`src/rtl/filter_test_scheduler.sv`:
```
// filter_test_scheduler: steps the generator through four overlay/rate configurations
// with a delay sweep and reports the peak filter output per step. Optional macro: FILTER_SCHED_LOOP_EN.
module filter_test_scheduler #(
    parameter int DELAY_W = 8,
    parameter int DATA_W  = 16,
    parameter int DWELL_W = 16,
    parameter int SETTLE  = 16
) (
    input  logic               clk,
    input  logic               reset,
    input  logic               start,
    input  logic               abort,
    input  logic [DWELL_W-1:0] dwell_cycles,
    input  logic [DELAY_W-1:0] delay_start,
    input  logic [DELAY_W-1:0] delay_step,
    input  logic [DATA_W-1:0]  filter_data,
    output logic               test_overlay,
    output logic               test_rate,
    output logic [DELAY_W-1:0] test_delay,
    output logic [1:0]         step_idx,
    output logic               busy,
    output logic               peak_valid,
    output logic [DATA_W-1:0]  peak_value,
    output logic               done
);
    localparam int SET_W = $clog2(SETTLE + 1);
    localparam int CNT_W = (DWELL_W > SET_W) ? DWELL_W : SET_W;
    localparam logic [CNT_W-1:0] SETTLE_LAST = CNT_W'(SETTLE - 1);

    typedef enum logic [2:0] {
        S_IDLE,
        S_SETUP,
        S_SETTLE,
        S_MEASURE,
        S_REPORT,
        S_DONE
    } state_t;

    state_t             state_q, state_d;
    logic [CNT_W-1:0]   cnt_q, cnt_d;
    logic [1:0]         step_q, step_d;
    logic [DATA_W-1:0]  acc_q, acc_d;
    logic [DATA_W-1:0]  peak_q, peak_d;
    logic [DWELL_W-1:0] dwell_q, dwell_d;
    logic [DELAY_W-1:0] dstep_q, dstep_d;
    logic               ov_q, ov_d;
    logic               rate_q, rate_d;
    logic [DELAY_W-1:0] delay_q, delay_d;
    logic               last_step;

`ifdef FILTER_SCHED_LOOP_EN
    assign last_step = 1'b0;
`else
    assign last_step = (step_q == 2'd3);
`endif

    always_comb begin
        state_d = state_q;
        cnt_d   = cnt_q;
        step_d  = step_q;
        acc_d   = acc_q;
        peak_d  = peak_q;
        dwell_d = dwell_q;
        dstep_d = dstep_q;
        ov_d    = ov_q;
        rate_d  = rate_q;
        delay_d = delay_q;

        // Stimulus is loaded on the edge entering SETUP so it is valid during SETUP itself.
        case (state_q)
            S_IDLE: begin
                if (start && !abort) begin
                    dwell_d = (dwell_cycles == '0) ? DWELL_W'(1) : dwell_cycles;
                    dstep_d = delay_step;
                    step_d  = '0;
                    ov_d    = 1'b0;
                    rate_d  = 1'b0;
                    delay_d = delay_start;
                    state_d = S_SETUP;
                end
            end
            S_SETUP: begin
                acc_d   = '0;
                cnt_d   = '0;
                state_d = S_SETTLE;
            end
            S_SETTLE: begin
                if (cnt_q == SETTLE_LAST) begin
                    cnt_d   = '0;
                    state_d = S_MEASURE;
                end else begin
                    cnt_d = cnt_q + CNT_W'(1);
                end
            end
            S_MEASURE: begin
                if (filter_data > acc_q) begin
                    acc_d = filter_data;
                end
                if (cnt_q == CNT_W'(dwell_q - DWELL_W'(1))) begin
                    peak_d  = acc_d;
                    cnt_d   = '0;
                    state_d = S_REPORT;
                end else begin
                    cnt_d = cnt_q + CNT_W'(1);
                end
            end
            S_REPORT: begin
                if (last_step) begin
                    step_d  = '0;
                    ov_d    = 1'b0;
                    rate_d  = 1'b0;
                    delay_d = '0;
                    state_d = S_DONE;
                end else begin
                    step_d  = step_q + 2'd1;
                    ov_d    = step_d[1];
                    rate_d  = step_d[0];
                    delay_d = delay_q + dstep_q;
                    state_d = S_SETUP;
                end
            end
            S_DONE: begin
                state_d = S_IDLE;
            end
            default: begin
                state_d = S_IDLE;
            end
        endcase

        if (abort && (state_q != S_IDLE)) begin
            state_d = S_IDLE;
            step_d  = '0;
            cnt_d   = '0;
            ov_d    = 1'b0;
            rate_d  = 1'b0;
            delay_d = '0;
            peak_d  = peak_q;
        end
    end

    always_ff @(posedge clk or posedge reset) begin
        if (reset) begin
            state_q <= S_IDLE;
            cnt_q   <= '0;
            step_q  <= '0;
            acc_q   <= '0;
            peak_q  <= '0;
            dwell_q <= '0;
            dstep_q <= '0;
            ov_q    <= 1'b0;
            rate_q  <= 1'b0;
            delay_q <= '0;
        end else begin
            state_q <= state_d;
            cnt_q   <= cnt_d;
            step_q  <= step_d;
            acc_q   <= acc_d;
            peak_q  <= peak_d;
            dwell_q <= dwell_d;
            dstep_q <= dstep_d;
            ov_q    <= ov_d;
            rate_q  <= rate_d;
            delay_q <= delay_d;
        end
    end

    assign test_overlay = ov_q;
    assign test_rate    = rate_q;
    assign test_delay   = delay_q;
    assign step_idx     = step_q;
    assign busy         = (state_q == S_SETUP) || (state_q == S_SETTLE) ||
                          (state_q == S_MEASURE) || (state_q == S_REPORT);
    assign peak_valid   = (state_q == S_REPORT);
    assign peak_value   = peak_q;
    assign done         = (state_q == S_DONE);

endmodule

```
`config.mk`:
```
export PLATFORM = sky130hd
export DESIGN_NAME = filter_test_scheduler
export DESIGN_NICKNAME = d
export VERILOG_FILES = /design/src/rtl/filter_test_scheduler.sv
export SDC_FILE = /design/constraint.sdc
export NUM_CORES = 1
export LEC_CHECK = 0
export CAP_MARGIN = 20
export CORE_MARGIN = 8
export CORE_UTILIZATION = 55
export DETAILED_ROUTE_END_ITERATION = 6
export PLACE_DENSITY = 0.81
export SYNTH_ARGS = -nofsm -noshare
export SYNTH_HDL_FRONTEND = slang
export SYNTH_SLANG_ARGS = --single-unit
```
`constraint.sdc`:
```
create_clock -name clk -period 4.1 [get_ports clk]
set_input_delay 0.41 -clock clk [delete_from_list [all_inputs] [get_ports clk]]
set_output_delay 0.41 -clock clk [all_outputs]
set_load 0.05 [all_outputs]
```
# Word-level counts from Yosys, hierarchy flattened
# Cells that the tools add are included.
# W data, S select, Z words.
# word_totals
ff_bits	87
in_bits	52
word_cells	71
# op_classes
add_sub_neg	4
order_cmp	1
n_eq_ne	11
n_mux	28
bitwise_logic	1
n_reduce_logical	16
# op_table
cell	n
$mux W16	5
$pmux W16 S3	1
$pmux W16 S2	1
$mux W8	3
$add A16 B1 Y16 const B	1
$eq A16 B16 Y1	1
$eq A16 B4 Y1 const B	1
$gt A16 B16 Y1	1
$logic_not A16 Y1	1
$pmux W8 S2	1
$sub A16 B1 Y16 const B	1
$mux W3	5
$pmux W3 S5	1
$ne A3 B3 Y1 const B	3
$add A8 B8 Y8	1
$eq A3 B2 Y1 const B	2
$eq A3 B3 Y1 const B	2
$mux W2	3
$reduce_and A3 Y1	2
$reduce_bool A3 Y1	2
$mux W1	5
$pmux W1 S2	2
$pmux W2 S2	1
$reduce_and A2 Y1	2
10 further kinds	13

# Longest topological paths before layout
# Gate-level depths: netlist of run 1.
# logic_depth
ltp_word	5
ltp_mapped	12
depth_no_buf	10

# Worst setup path before layout of run 1
# OpenSTA, ideal clock, no wires.
# synth_timing
path_kind	register -> register
from	reg dwell_q[0]
to	reg cnt_q[2]
t_arrival_ns	2.777
required_ns	3.979
slack_ns	1.202
stages_incl_launch_ff	13
n_path_buf	2
synth_period_minus_slack_ns	2.898
path_cell_list	dfrtp_1 inv_1 ha_1 or3b_1 or4_1 xor2_1 nand2_1 nor4_1 a21oi_1 or2_1 buf_6 buf_8 a22o_1
# synth_via
elab_chain_cells	5
# synth_lines
item	line	source
from (decl)	44	logic [DWELL_W-1:0] dwell_q, dwell_d;
from (signal assigned)	159	dwell_q <= dwell_d;
$sub A16 B1 Y16	99	if (cnt_q == CNT_W'(dwell_q - DWELL_W'(1))) begin
$eq A16 B16 Y1	99	
$mux W16	99	
$pmux W16 S3	70	case (state_q)
$mux W16	130	if (abort && (state_q != S_IDLE)) begin
to (signal assigned)	155	cnt_q <= cnt_d;
to (decl)	40	logic [CNT_W-1:0] cnt_q, cnt_d;
# Every way passes these cells.
# A chain may end at the register's enable or synchronous reset.

# Final worst setup path of run 1
# layout_timing
from	reg dwell_q[0]
to	reg cnt_q[7]
# Same word-level chain as after synthesis.

==> results.tsv, run 1 <==
metric	value	unit
H-tree Lvls	3	
fmax	287	MHz
first-pass GRT wire length	21000	um
Clock transition at path regs	80	ps
I/O pin cnt	83	
RD Place Congestion	0.872	
relative slew slack	28.6	%
Via density	5.88	
Syn-to-layout area delta	19.9	%
Detailed Route WL	12400	um
share of layout cells above drive strength 1	10.5	%
Yosys cell types	64	
outcome	completed	
n_diodes	0	
PortBufs	82	
setup ws final	610	ps
crit path launch type	flop	
most frequent cells in the layout	85 x dfrtp_1, 82 x clkdlybuf4s50_1, 47 x nand2_1, 37 x nor2_1, 35 x o21ai_1	
critical path class	flop to flop	
Hold Buf Count CTS	0	
pre-CTS WS	686	ps
Synth Cell Area	5330	um2
largest net degree at the start of global routing	51	
CP arrival	3730	ps
Placement Cell Area	6170	um2
leading cell type in the layout, fill and taps excluded	dfrtp_1	
Max Cap Viol	0	
clk_lat worst skew	350	ps
initial DRC count	195	
Fin Setup TNS	0	ps
Seq/Total Area, Yosys	39.9	%
ys flop type	dfrtp_1	
clk buf depth	2	
cells resized by post-CTS repair	0	
Die ar.	13100	um2
syn_nets	633	
CP endpoint kind	flop	
post-layout min period	3490	ps
Final Skew	9.76	ps
total global-route track usage	19.5	%
drt first pass iters	4	
asr flop ratio synth	100	%
Warnings, synthesis	0	
IR drop worst, VDD	0.312	mV
Final Hold Viols	0	
Synth Instances	554	
critical path required time	4340	ps
# setup viols final	0	
mean area per synthesized cell	9.61	um2
post-synth top area share	39.9	%
Pleak	2.80	nW
worst-margin pin slew	1060	ps
Design Area, Final	6380	um2
Yosys top cell by area	dfrtp_1	
Initial Util	55.5	%
class of the worst hold path	flop to flop	
TritonCTS clock tree	done	
die height	114	um
gr ovfl total	0	
Slew Viols, Final	0	
CTS sink count	85	
remaining antenna violation count	0	
Post-synth EDFFs	0	
Final HPWL DP	9150	um
vias in the first global route	4449	
CTS Root Cell	clkbuf_8	
vias	4471	
FF+latch count, synth	85	
unrepaired setup endpoints after global routing	false	
Cell Rows	36	
final worst path period share	85.1	%
initial antenna violation count	0	
fin nets	702	
Post-route DRC	0	
die width	114	um
Post CTS Setup Buffer Count	0	
PnR Total Power	3.55	mW
top cells by area, synth	dfrtp_1 40%, ha_1 6.1%, mux2_2 5.1%, a22o_1 4.9%, mux2i_1 3.8%	
Num CTS Buffers	9	
DR WL/cell	16.4	um
pwr/cell area	555	nW/um2
CP max FO	14	
Core Region	9590	um2
## critical path, stage by stage, from the launching register on
cell     delay [ps]
dfrtp_1         410
inv_1           100
ha_1            260
or3b_1          430
o31ai_1         230
nand4_1         110
or3_1           370
nor4_1          500
and2_1          610
o31ai_1         150
a22o_1          200
## flip-flops by register name, indices dropped and copies added, names as in the netlist
name / count
step_idx: 1
dwell_q: 16
peak_value: 16
test_rate: 1
cnt_q: 16
dstep_q: 8
test_delay: 8
acc_q: 16
state_q: 3
## through the flow
step	std cells	hold WS, ps	utilization, %
floorplan	554	484	-
global placement	745	467	64.3
detailed placement	745	475	64.3
CTS	761	494	66.5
global route	761	520	66.5
finish	761	488	66.5
## power breakdown
| part | internal (mW) | total [mW] | switching, mW |
|---|---|---|---|
| Clock | 0.315 | 0.630 | 0.314 |
| Combinational | 0.750 | 1.59 | 0.844 |
| Sequential | 1.06 | 1.32 | 0.261 |
| Total | 2.13 | 3.55 | 1.42 |
## cell families after synthesis
group                      after synthesis  synth area share (%)
adders and majority gates               27                  6.48
buffers and inverters                   56                  5.31
muxes                                   44                  8.83
xor gates and xnor gates                24                  4.09
DFF                                     85                  39.9
and+or+nand+nor                        183                  18.0
AOI/OAI and AO/OA                      135                  17.3
## metal layers
metal	track usage, %	vias up	wire length (um)
li1	-	2150	-
met1	24.8	2169	5610
met2	32.1	134	5960
met3	3.96	18	675
met4	7.10	0	204
met5	0	-	0
## cell usage after synthesis, types with 6 or more instances
master and instances:
clkbuf_1 21, o21ai_1 35, dfrtp_1 85, and3_2 6
and3_1 6, a21oi_1 20, xor2_1 10, and2b_1 6
mux2i_1 20, mux2_2 24, nor2_1 37, nor2b_1 6
nand2_1 47, nand3_1 8, nor4_1 13, o21ai_0 10
ha_1 26, a22o_1 30, inv_1 26, nor3_1 16
xnor2_1 13
## final timing paths
kind | from | end | slack (ps) | cells after the start
setup / recovery | dwell_q[0]$_DFFE_PP0P_ | cnt_q[7]$_DFFE_PP0P_ | 610 | 10
max in group asynchronous | reset | dwell_q[5]$_DFFE_PP0P_ | 2600 | 3
hold / removal | peak_value[12]$_DFFE_PP0P_ | peak_value[12]$_DFFE_PP0P_ | 490 | 2
setup reg to reg | dwell_q[0]$_DFFE_PP0P_ | cnt_q[7]$_DFFE_PP0P_ | 610 | 10
min in group asynchronous | reset | peak_value[13]$_DFFE_PP0P_ | 520 | 2
hold reg to reg | peak_value[12]$_DFFE_PP0P_ | peak_value[12]$_DFFE_PP0P_ | 490 | 2
## final cells by class
type / instances / area, um2
clock inverters: 5 / 58.8
flip-flops and latches: 85 / 2130
repair buffers: 88 / 866
well taps: 133 / 166
fillers: 793 / 3210
inverters: 26 / 98.8
clock buffers: 11 / 151
multi-input cells: 413 / 2920
Power figures use the tool's default switching activity.
==> run 2, diff against run 1 <==
Settings changed: CAP_MARGIN 20 to unset.
==> results of run 2 <==
No change in the layout: final DEF, timing and power equal those of run 1.
==> run 3, diff against run 2 <==
Clock period 4.1 ns to 3.4 ns, I/O delays scaled along.
==> run 3 against run 2 <==
  * Critical path depth is the same
  * Utilization is 0.39 points higher
  * Global-route usage grew 1.0 points
  * Register-to-register slack worse by 410 ps
  * Critical path type unchanged
  * Largest cell class unchanged
  * Largest power group unchanged
  * Highest routed layer unchanged
==> results.tsv, run 3 (synthesis gave the netlist of run 1 again) <==
metric	value	unit
outcome	completed	
Cell Count Post-Placement	751	
TritonCTS clock tree	done	
post-layout min period	3200	ps
worst-margin pin slew	1050	ps
leading cell type in the layout, fill and taps excluded	dfrtp_1	
Num CTS Buffers	9	
drt first pass iters	4	
Syn-to-layout area delta	20.6	%
most frequent cells in the layout	85 x dfrtp_1, 82 x clkdlybuf4s50_1, 47 x nand2_1, 37 x nor2_1, 35 x o21ai_1	
Cell Rows	36	
final worst path period share	94.3	%
DR WL/cell	16.7	um
CP arrival	3450	ps
# setup viols final	0	
share of layout cells above drive strength 1	11.5	%
relative slew slack	29.6	%
Max Cap Viol	0	
Via density	5.82	
vias	4456	
fin nets	708	
Final Hold Viols	0	
clk_lat worst skew	360	ps
H-tree Lvls	3	
Slew Viols, Final	0	
Core Region	9590	um2
die height	114	um
Met1 Wirelength	5710	um
wire length on met2	6120	um
I/O pin cnt	83	
CTS Root Cell	clkbuf_8	
CP endpoint kind	flop	
Clock transition at path regs	80	ps
Post-route DRC	0	
critical path required time	3640	ps
gr ovfl total	0	
fmax	312	MHz
unrepaired setup endpoints after global routing	false	
Pleak	2.83	nW
sequential power share	36.9	%
met3 WL	680	um
critical path class	flop to flop	
# fillers	789	
Final Skew	6.47	ps
power share of the clock group	16.6	%
CP max FO	14	
Fin Setup TNS	0	ps
PortBufs	82	
Initial Util	55.5	%
vias in the first global route	4535	
CTS sink count	85	
RD Place Congestion	0.899	
reg2reg setup slack	200	ps
highest routed layer	met4	
Die ar.	13100	um2
clk buf depth	2	
IR drop worst, VDD	0.421	mV
Sw Pwr	1.71	mW
remaining antenna violation count	0	
Switching Fraction	40.0	%
n_diodes	0	
die width	114	um
Combinational Power Share	46.4	%
crit path launch type	flop	
fin cells	766	
Detailed Route WL	12800	um
Pint	2.57	mW
initial antenna violation count	0	
largest net degree at the start of global routing	58	
pwr/cell area	666	nW/um2
first-pass GRT wire length	21900	um
class of the worst hold path	input pin to asynchronous set/reset pin	
Final HPWL DP	9550	um
total global-route track usage	20.5	%
initial DRC count	239	
-- run 3: metrics by stage --
stage / total power [mW] / area [um2] / utilization [%] / hold WS [ps] / setup WS (ps)
final: 4.28 / 6420 / 66.9 / 490 / 195
after global routing: 4.58 / 6420 / 66.9 / 513 / 52.2
after CTS: 4.28 / 6410 / 66.8 / 495 / 128
after detailed placement: 3.56 / 6220 / 64.8 / 476 / 153
after global placement: 3.48 / 6220 / 64.8 / 467 / 255
after floorplan: 3.03 / 5330 / - / 480 / 502
-- run 3: cell type report --
type                       count  area (um2)  share of cell area (%)
clock buffer                  11         141                    2.20
sequential                    85        2130                    33.1
multi-input combinational    413        2930                    45.6
clock inverter                 4        48.8                   0.760
timing repair buffer          94         911                    14.2
inverter                      26        98.8                    1.54
tap                          133         166                    2.59
-- run 3: what timing repair did --
item / 4_1_cts / 5_1_grt
setup endpoints to repair: 0 / 15
hold buffers: 0 / 0
gates resized for setup: 0 / 3
buffers inserted: 0 / 0
-- run 3: routing by layer --
layer	global-route usage [%]	vias to the layer above
li1	-	2154
met1	25.9	2151
met2	34.1	131
met3	3.69	20
met4	7.99	0
met5	0	-
-- run 3: power by group through the flow --
stage               clock (mW)  sequential, mW  combinational [mW]
floorplan                    0            1.61                1.43
global placement             0            1.58                1.90
detailed placement           0            1.59                1.96
CTS                      0.724            1.58                1.98
global route             0.760            1.62                2.20
finish                   0.711            1.58                1.99
-- run 3: final timing paths --
kind | from | end | cells after the start
max in group asynchronous | reset | cnt_q[5]$_DFFE_PP0P_ | 3
max | dwell_q[0]$_DFFE_PP0P_ | cnt_q[0]$_DFFE_PP0P_ | 10
min | reset | dstep_q[6]$_DFFE_PP0P_ | 2
max reg2reg | dwell_q[0]$_DFFE_PP0P_ | cnt_q[0]$_DFFE_PP0P_ | 10
min reg2reg | peak_value[2]$_DFFE_PP0P_ | peak_value[2]$_DFFE_PP0P_ | 2
min in group clk | peak_value[2]$_DFFE_PP0P_ | peak_value[2]$_DFFE_PP0P_ | 2
-- run 3: critical path, cell delays in order, from the launching register on --
cell and delay (ps):
dfrtp_1 410, inv_1 110, ha_1 250, or3b_1 420
or4_1 490, xor2_1 170, nand2_1 80, nor4_2 280
a21oi_1 130, or2_2 440, mux2_2 300
